**src/rtl/sub_serial.sv**
```systemverilog
// sub_serial: bit-serial a - b (LSB first) with busy/done/borrow; SUB_SERIAL_OVF_EN adds a signed-overflow port ovf.
// Latency: done and the result appear WIDTH edges after the edge that accepts en. Back-to-back period is WIDTH+2 cycles.
// Backpressure: none; en is sampled only in IDLE and ignored while busy.
module sub_serial #(
    parameter int WIDTH = 8
) (
    input  logic             clk,
    input  logic             rst,
    input  logic             en,
    input  logic [WIDTH-1:0] a,
    input  logic [WIDTH-1:0] b,
    output logic [WIDTH-1:0] out,
    output logic             busy,
    output logic             done,
    output logic             borrow
`ifdef SUB_SERIAL_OVF_EN
    ,
    output logic             ovf
`endif
);

    localparam int CW = $clog2(WIDTH);

    typedef enum logic [1:0] {
        IDLE = 2'd0,
        SUB  = 2'd1,
        DONE = 2'd2
    } state_t;

    state_t           state_q;
    state_t           state_d;
    logic [WIDTH-1:0] a_reg;
    logic [WIDTH-1:0] b_reg;
    logic [CW-1:0]    count;
    logic             brw;
    logic             d;
    logic             brw_next;
    logic             last;

    // One-bit full subtractor on the current LSBs.
    assign d        = a_reg[0] ^ b_reg[0] ^ brw;
    assign brw_next = (~a_reg[0] & b_reg[0]) | (~a_reg[0] & brw) | (b_reg[0] & brw);
    assign last     = (count == CW'(WIDTH - 1));

    assign busy = (state_q != IDLE);
    assign done = (state_q == DONE);

    always_ff @(posedge clk) begin
        if (!rst) begin
            state_q <= IDLE;
        end else begin
            state_q <= state_d;
        end
    end

    always_comb begin
        state_d = state_q;
        case (state_q)
            IDLE:    if (en) state_d = SUB;
            SUB:     if (last) state_d = DONE;
            DONE:    state_d = IDLE;
            default: state_d = IDLE;
        endcase
    end

    always_ff @(posedge clk) begin
        if (!rst) begin
            out    <= '0;
            a_reg  <= '0;
            b_reg  <= '0;
            count  <= '0;
            brw    <= 1'b0;
            borrow <= 1'b0;
`ifdef SUB_SERIAL_OVF_EN
            ovf    <= 1'b0;
`endif
        end else begin
            case (state_q)
                IDLE: begin
                    if (en) begin
                        a_reg <= a;
                        b_reg <= b;
                        out   <= '0;
                        count <= '0;
                        brw   <= 1'b0;
`ifdef SUB_SERIAL_OVF_EN
                        ovf   <= 1'b0;
`endif
                    end
                end
                SUB: begin
                    brw   <= brw_next;
                    out   <= {d, out[WIDTH-1:1]};
                    a_reg <= a_reg >> 1;
                    b_reg <= b_reg >> 1;
                    count <= count + 1'b1;
                    if (last) begin
                        borrow <= brw_next;
`ifdef SUB_SERIAL_OVF_EN
                        // At the last step the LSBs are the operand sign bits.
                        ovf    <= (a_reg[0] != b_reg[0]) && (d != a_reg[0]);
`endif
                    end
                end
                default: begin
                end
            endcase
        end
    end

endmodule

```
**config.mk**
```make
export PLATFORM = sky130hd
export DESIGN_NAME = sub_serial
export DESIGN_NICKNAME = d
export VERILOG_FILES = /design/src/rtl/sub_serial.sv
export SDC_FILE = /design/constraint.sdc
export NUM_CORES = 1
export LEC_CHECK = 0
export CORE_UTILIZATION = 55
export CTS_BUF_LIST = sky130_fd_sc_hd__clkbuf_8
export DETAILED_ROUTE_END_ITERATION = 12
export PLACE_DENSITY = 0.92
export REMOVE_ABC_BUFFERS = 1
export SETUP_SLACK_MARGIN = 0.4
export SLEW_MARGIN = 5
export SYNTH_ARGS = -nofsm -noshare
export SYNTH_HDL_FRONTEND = slang
export SYNTH_SLANG_ARGS = --single-unit
```
**constraint.sdc**
```tcl
create_clock -name clk -period 4.2 [get_ports clk]
set_input_delay 0.84 -clock clk [delete_from_list [all_inputs] [get_ports clk]]
set_output_delay 0.84 -clock clk [all_outputs]
set_load 0.1 [all_outputs]
```
# Word-level counts from Yosys, hierarchy flattened

Index checks and enable logic that the tools add are counted.

Muxes and demuxes: 13
Add/sub/neg operators: 1
Bitwise logic cells: 8
Reductions and logical operators: 6
Eq/ne operators: 5

Operators with widths:

| operator              | count |
|---|---|
| $pmux W8 S2           | 3 |
| $mux W8               | 3 |
| $pmux W3 S2           | 1 |
| $reduce_and A2 Y1     | 3 |
| $mux W2               | 2 |
| $ne A2 B2 Y1 const B  | 2 |
| $pmux W2 S2           | 1 |
| $reduce_bool A2 Y1    | 2 |
| $add A3 B1 Y3 const B | 1 |
| $and A1 B1 Y1         | 3 |
| $eq A3 B3 Y1 const B  | 1 |
| $mux W3               | 1 |
| $eq A2 B1 Y1 const B  | 1 |
| $eq A2 B2 Y1 const B  | 1 |
| $logic_not A2 Y1      | 1 |
| $or A1 B1 Y1          | 2 |
| $pmux W1 S2           | 1 |
| $xor A1 B1 Y1         | 2 |
| $mux W1               | 1 |
| $not A1 Y1            | 1 |

Logic and storage cells: 40
Register bits after elaboration: 31
Input port bits: 19

# Depth between registers and ports, before layout

Depth after elaboration: 5
Gate-level depth with buffers: 6
Mapped depth without buffers: 5

# Worst setup path before layout

OpenSTA, ideal clock, no wires.

Kind: flip-flop to output port
From: register state_q[1]
To: output done
Stages on the path, launching flop included: 4
Slack: 1.104 ns
Data required time: 3.360 ns
Path buffers: 2
Arrival: 2.256 ns
Path through: dfxtp_1 -> clkbuf_1 -> buf_2 -> nor2b_1

Word-level cells in the longest chain between the ends: 1

Ends and longest elaborated chain:

| item                   | RTL line | source |
|---|---|---|
| start, declared        | 30       | `state_t state_q;` |
| start signal, assigned | 52       | `state_q <= state_d;` |
| $eq A2 B2 Y1           | 46       | `assign done = (state_q == DONE);` |
| end, declared          | 14       | `output logic done,` |

No other way between the ends.

# Worst setup path after layout

Ends and elaborated chain as after synthesis.

==> flow_metrics.env <==
export IMPL_outcome="finished clean"
export IMPL_nets=195
export IMPL_slew_headroom_pct=34.55
export IMPL_antenna_left=0
export IMPL_final_max_slew_violation_count=0
export IMPL_setup_tns_final_ns=0
export IMPL_muxShareOfSynthArea_pct=2.982
export IMPL_clock_fmax_ghz=0.3041
export IMPL_clk_lat_worst_skew_ns=0.29
export IMPL_core_area_um2=2255
export IMPL_cells_after_synth=147
export IMPL_synth_simple_gate_area_share_pct=19.20
export IMPL_cts_resized_gates=0
export IMPL_grt_antenna_before_repair=0
export IMPL_iteration_0_drc_count_of_the_detailed_router=25
export IMPL_final_hold_viol_count=0
export IMPL_drt_total_wl_mm=2.848
export IMPL_clock_tree_buffer_depth=2
export IMPL_yosys_area_top_type="sky130_fd_sc_hd__dfxtp_1"
export IMPL_synth_seq_area_share_pct=46.23
export IMPL_route_detailed_wl_per_inst_um=14.24
export IMPL_post_synth_instance_area_um2=1343
export IMPL_grt_start_max_net_pins=27
export IMPL_synthXorXnorAreaFrac_pct=0
export IMPL_critical_path_endpoint_type="primary output"
export IMPL_worst_path_largest_cell_delay_ns=1.14
export IMPL_rr_endpoint="b_reg[1]"
export IMPL_dieWidth_um=51.41
export IMPL_timing_final_crit_share_pct=78.29
export IMPL_routed_via_density=5.870
export IMPL_max_cap_violations=0
export IMPL_worstPathCellList="nor2b_1, clkdlybuf4s50_1"
export IMPL_synth_top_cell_area_share_pct=46.23
export IMPL_timing_critical_path_max_delay_family="buffers and inverters"
export IMPL_cts_hold_repair_buffers=0
export IMPL_placement_rows=17
export IMPL_avgSynthCellArea_um2=9.133
export IMPL_htree_num_levels=2
export IMPL_drt_pass1_iterations=4
export IMPL_rsz0062_at_grt="false"
export IMPL_ys_seq_elements=31
export IMPL_cts_buffers=5
export IMPL_grt_pass1_wl_mm=4.629
export IMPL_ff2ff_path_depth=3
export IMPL_final_layout_size_suffix_gt1_share_pct=9.302
export IMPL_largest_cells_by_area_after_synthesis="sky130_fd_sc_hd__dfxtp_1, sky130_fd_sc_hd__nand2_1, sky130_fd_sc_hd__a221oi_2, sky130_fd_sc_hd__nor3b_1, sky130_fd_sc_hd__o21ai_0"
export IMPL_yosys_area_share_adder_pct=3.355
export IMPL_tightestPinTransition_ns=0.9786
export IMPL_synth_top_family_by_area="compound AO/OA/AOI/OAI gates"
export IMPL_synth_compound_gate_area_share_pct=22.09
export IMPL_worst_setup_path_type="register to primary output"
export IMPL_globalRouteTotalUtil_pct=24.63
export IMPL_floorplan_initialDensity_pct=59.54
export IMPL_cts_sinks=31
export IMPL_critical_path_slowest_cell="sky130_fd_sc_hd__clkdlybuf4s50_1"
export IMPL_number_of_filler_instances_in_the_final_layout=171
export IMPL_timing_reg2reg_setup_slack_ns=2.04
export IMPL_global_route_overflow_total=0
export IMPL_first_global_vias=1084
export IMPL_top_level_ports=30
export IMPL_worst_setup_path_startpoint="state_q[1]"
export IMPL_layout_commonest_cell="sky130_fd_sc_hd__dfxtp_1"
export IMPL_cellPowerDensity_nw_per_um2=374.7
export IMPL_finalClockSkew_ns=0.008039
export IMPL_yosys_cell_types_count=28
export IMPL_postCtsSetupRepairBufs=0
export IMPL_setup_worst_path_end="done"
export IMPL_peakVddDrop_v=0.0003663
export IMPL_worst_setup_hold_path_clk_slew_ns=0.06
export IMPL_placement_io_buffers=29
export IMPL_crit_buf_inv=1
export IMPL_critPathArrivalTime_ns=2.45
export IMPL_min_period_ns=3.288
export IMPL_critical_path_reg2reg_startpoint="state_q[0]"
export IMPL_num_antenna_cells=0
export IMPL_critical_path_depth=2
export IMPL_place_detailed_hpwl_mm=1.961
export IMPL_floorplan_die_area_um2=2642
export IMPL_most_common_layout_cells="sky130_fd_sc_hd__dfxtp_1, sky130_fd_sc_hd__clkdlybuf4s50_1, sky130_fd_sc_hd__nand2_1"
export IMPL_setup_viol=0
export IMPL_fp_dieH_um=51.41
export IMPL_layout_area_overhead_vs_synth_pct=25.72
export IMPL_warnings_from_yosys=0
export IMPL_worst_hold_path_type="register to register"
export IMPL_globalplace_congestion=0.7511
export IMPL_clock_root_buffer="sky130_fd_sc_hd__clkbuf_8"
export IMPL_clock_tree_from_tritoncts="built"
export IMPL_worst_setup_path_start_kind="register"
export IMPL_remaining_drc_errors=0
export IMPL_required_ns=3.36
export IMPL_power_leakage_uw=0.0006061
export IMPL_fin_worst_hold_slack_ns=0.4559
export IMPL_worstPathMaxFanout=25
export IMPL_vias=1174
## Yosys cell counts
| cell type | count |
|---|---|
| sky130_fd_sc_hd__a221oi_2 | 5 |
| sky130_fd_sc_hd__a21oi_1 | 8 |
| sky130_fd_sc_hd__inv_4 | 1 |
| sky130_fd_sc_hd__o32ai_1 | 3 |
| sky130_fd_sc_hd__a311oi_1 | 1 |
| sky130_fd_sc_hd__mux2i_1 | 4 |
| sky130_fd_sc_hd__nor3b_1 | 9 |
| sky130_fd_sc_hd__fa_1 | 1 |
| sky130_fd_sc_hd__buf_2 | 4 |
| sky130_fd_sc_hd__or4b_2 | 2 |
| sky130_fd_sc_hd__nor2b_1 | 2 |
| sky130_fd_sc_hd__clkbuf_1 | 5 |
| sky130_fd_sc_hd__o211ai_1 | 3 |
| sky130_fd_sc_hd__nor2_2 | 1 |
| sky130_fd_sc_hd__nor2_1 | 11 |
| sky130_fd_sc_hd__or3_1 | 1 |
| sky130_fd_sc_hd__nand3_1 | 1 |
| sky130_fd_sc_hd__buf_6 | 1 |
| sky130_fd_sc_hd__nor3_1 | 2 |
| sky130_fd_sc_hd__nand2b_1 | 1 |
| sky130_fd_sc_hd__inv_1 | 5 |
| sky130_fd_sc_hd__buf_4 | 1 |
| sky130_fd_sc_hd__nand2_1 | 22 |
| sky130_fd_sc_hd__o21ai_0 | 9 |
| sky130_fd_sc_hd__o22ai_1 | 7 |
| sky130_fd_sc_hd__dfxtp_1 | 31 |
| sky130_fd_sc_hd__ha_1 | 2 |
| sky130_fd_sc_hd__a221oi_1 | 4 |
## final cells by class
| type | count | area, um^2 | area share [%] |
|---|---|---|---|
| multi-input combinational | 99 | 639.4 | 37.88 |
| inverter | 6 | 25.02 | 1.483 |
| timing repair buffer | 30 | 295.3 | 17.49 |
| tap | 28 | 35.03 | 2.076 |
| clock inverter | 1 | 3.754 | 0.2224 |
| sequential | 31 | 620.6 | 36.77 |
| clock buffer | 5 | 68.82 | 4.077 |
## worst min path at each step
| stage | startpoint | end | slack [ns] | cells past startpoint |
|---|---|---|---|---|
| after global placement | a_reg[3] | a_reg[3] | 0.45 | 2 |
| after CTS | count[0] | count[0] | 0.45 | 1 |
| after floorplan | count[0] | count[0] | 0.43 | 1 |
| after detailed placement | count[0] | count[0] | 0.45 | 1 |
| after global routing | a_reg[3] | a_reg[3] | 0.49 | 2 |
| final | count[0] | count[0] | 0.46 | 1 |
## kinds of logic (layout without fill, tap and decap cells)
logic type / count (synthesis) / in the layout
AOI/OAI and AO/OA: 40 / 40
adders and majority gates: 3 / 3
buffers and inverters: 17 / 42
DFF: 31 / 31
muxes: 4 / 4
and+or+nand+nor: 52 / 52
## stage by stage
stage / setup WS, ns / instance area [um^2] / utilization [%] / cells / total power (uW)
final: 0.9118 / 1688 / 74.86 / 200 / 632.5
after global routing: 0.8100 / 1688 / 74.86 / 200 / 656.9
after CTS: 0.9276 / 1688 / 74.86 / 200 / 634.1
after detailed placement: 1.237 / 1615 / 71.64 / 194 / 426.2
after global placement: 1.245 / 1615 / 71.64 / 194 / 420.7
after floorplan: 1.287 / 1285 / - / 136 / 387.9
## power breakdown
part / internal, uW / total (uW) / switching [uW] / leakage (uW)
sequential: 313 / 327 / 13.3 / 0.000254
clock: 108 / 212 / 105 / 0.0000413
combinational: 42.4 / 93.6 / 51.2 / 0.000310
total: 463 / 632 / 169 / 0.000606
## metal layers
| metal | global-route usage (%) | vias up | share of wire [%] |
|---|---|---|---|
| li1 | - | 580 | - |
| met2 | 37.88 | 34 | 48 |
| met5 | 0 | - | 0 |
| met4 | 17.57 | 0 | 2.0 |
| met1 | 28.23 | 554 | 44 |
| met3 | 8.333 | 6 | 6.4 |
Power figures use the tool's default switching activity.
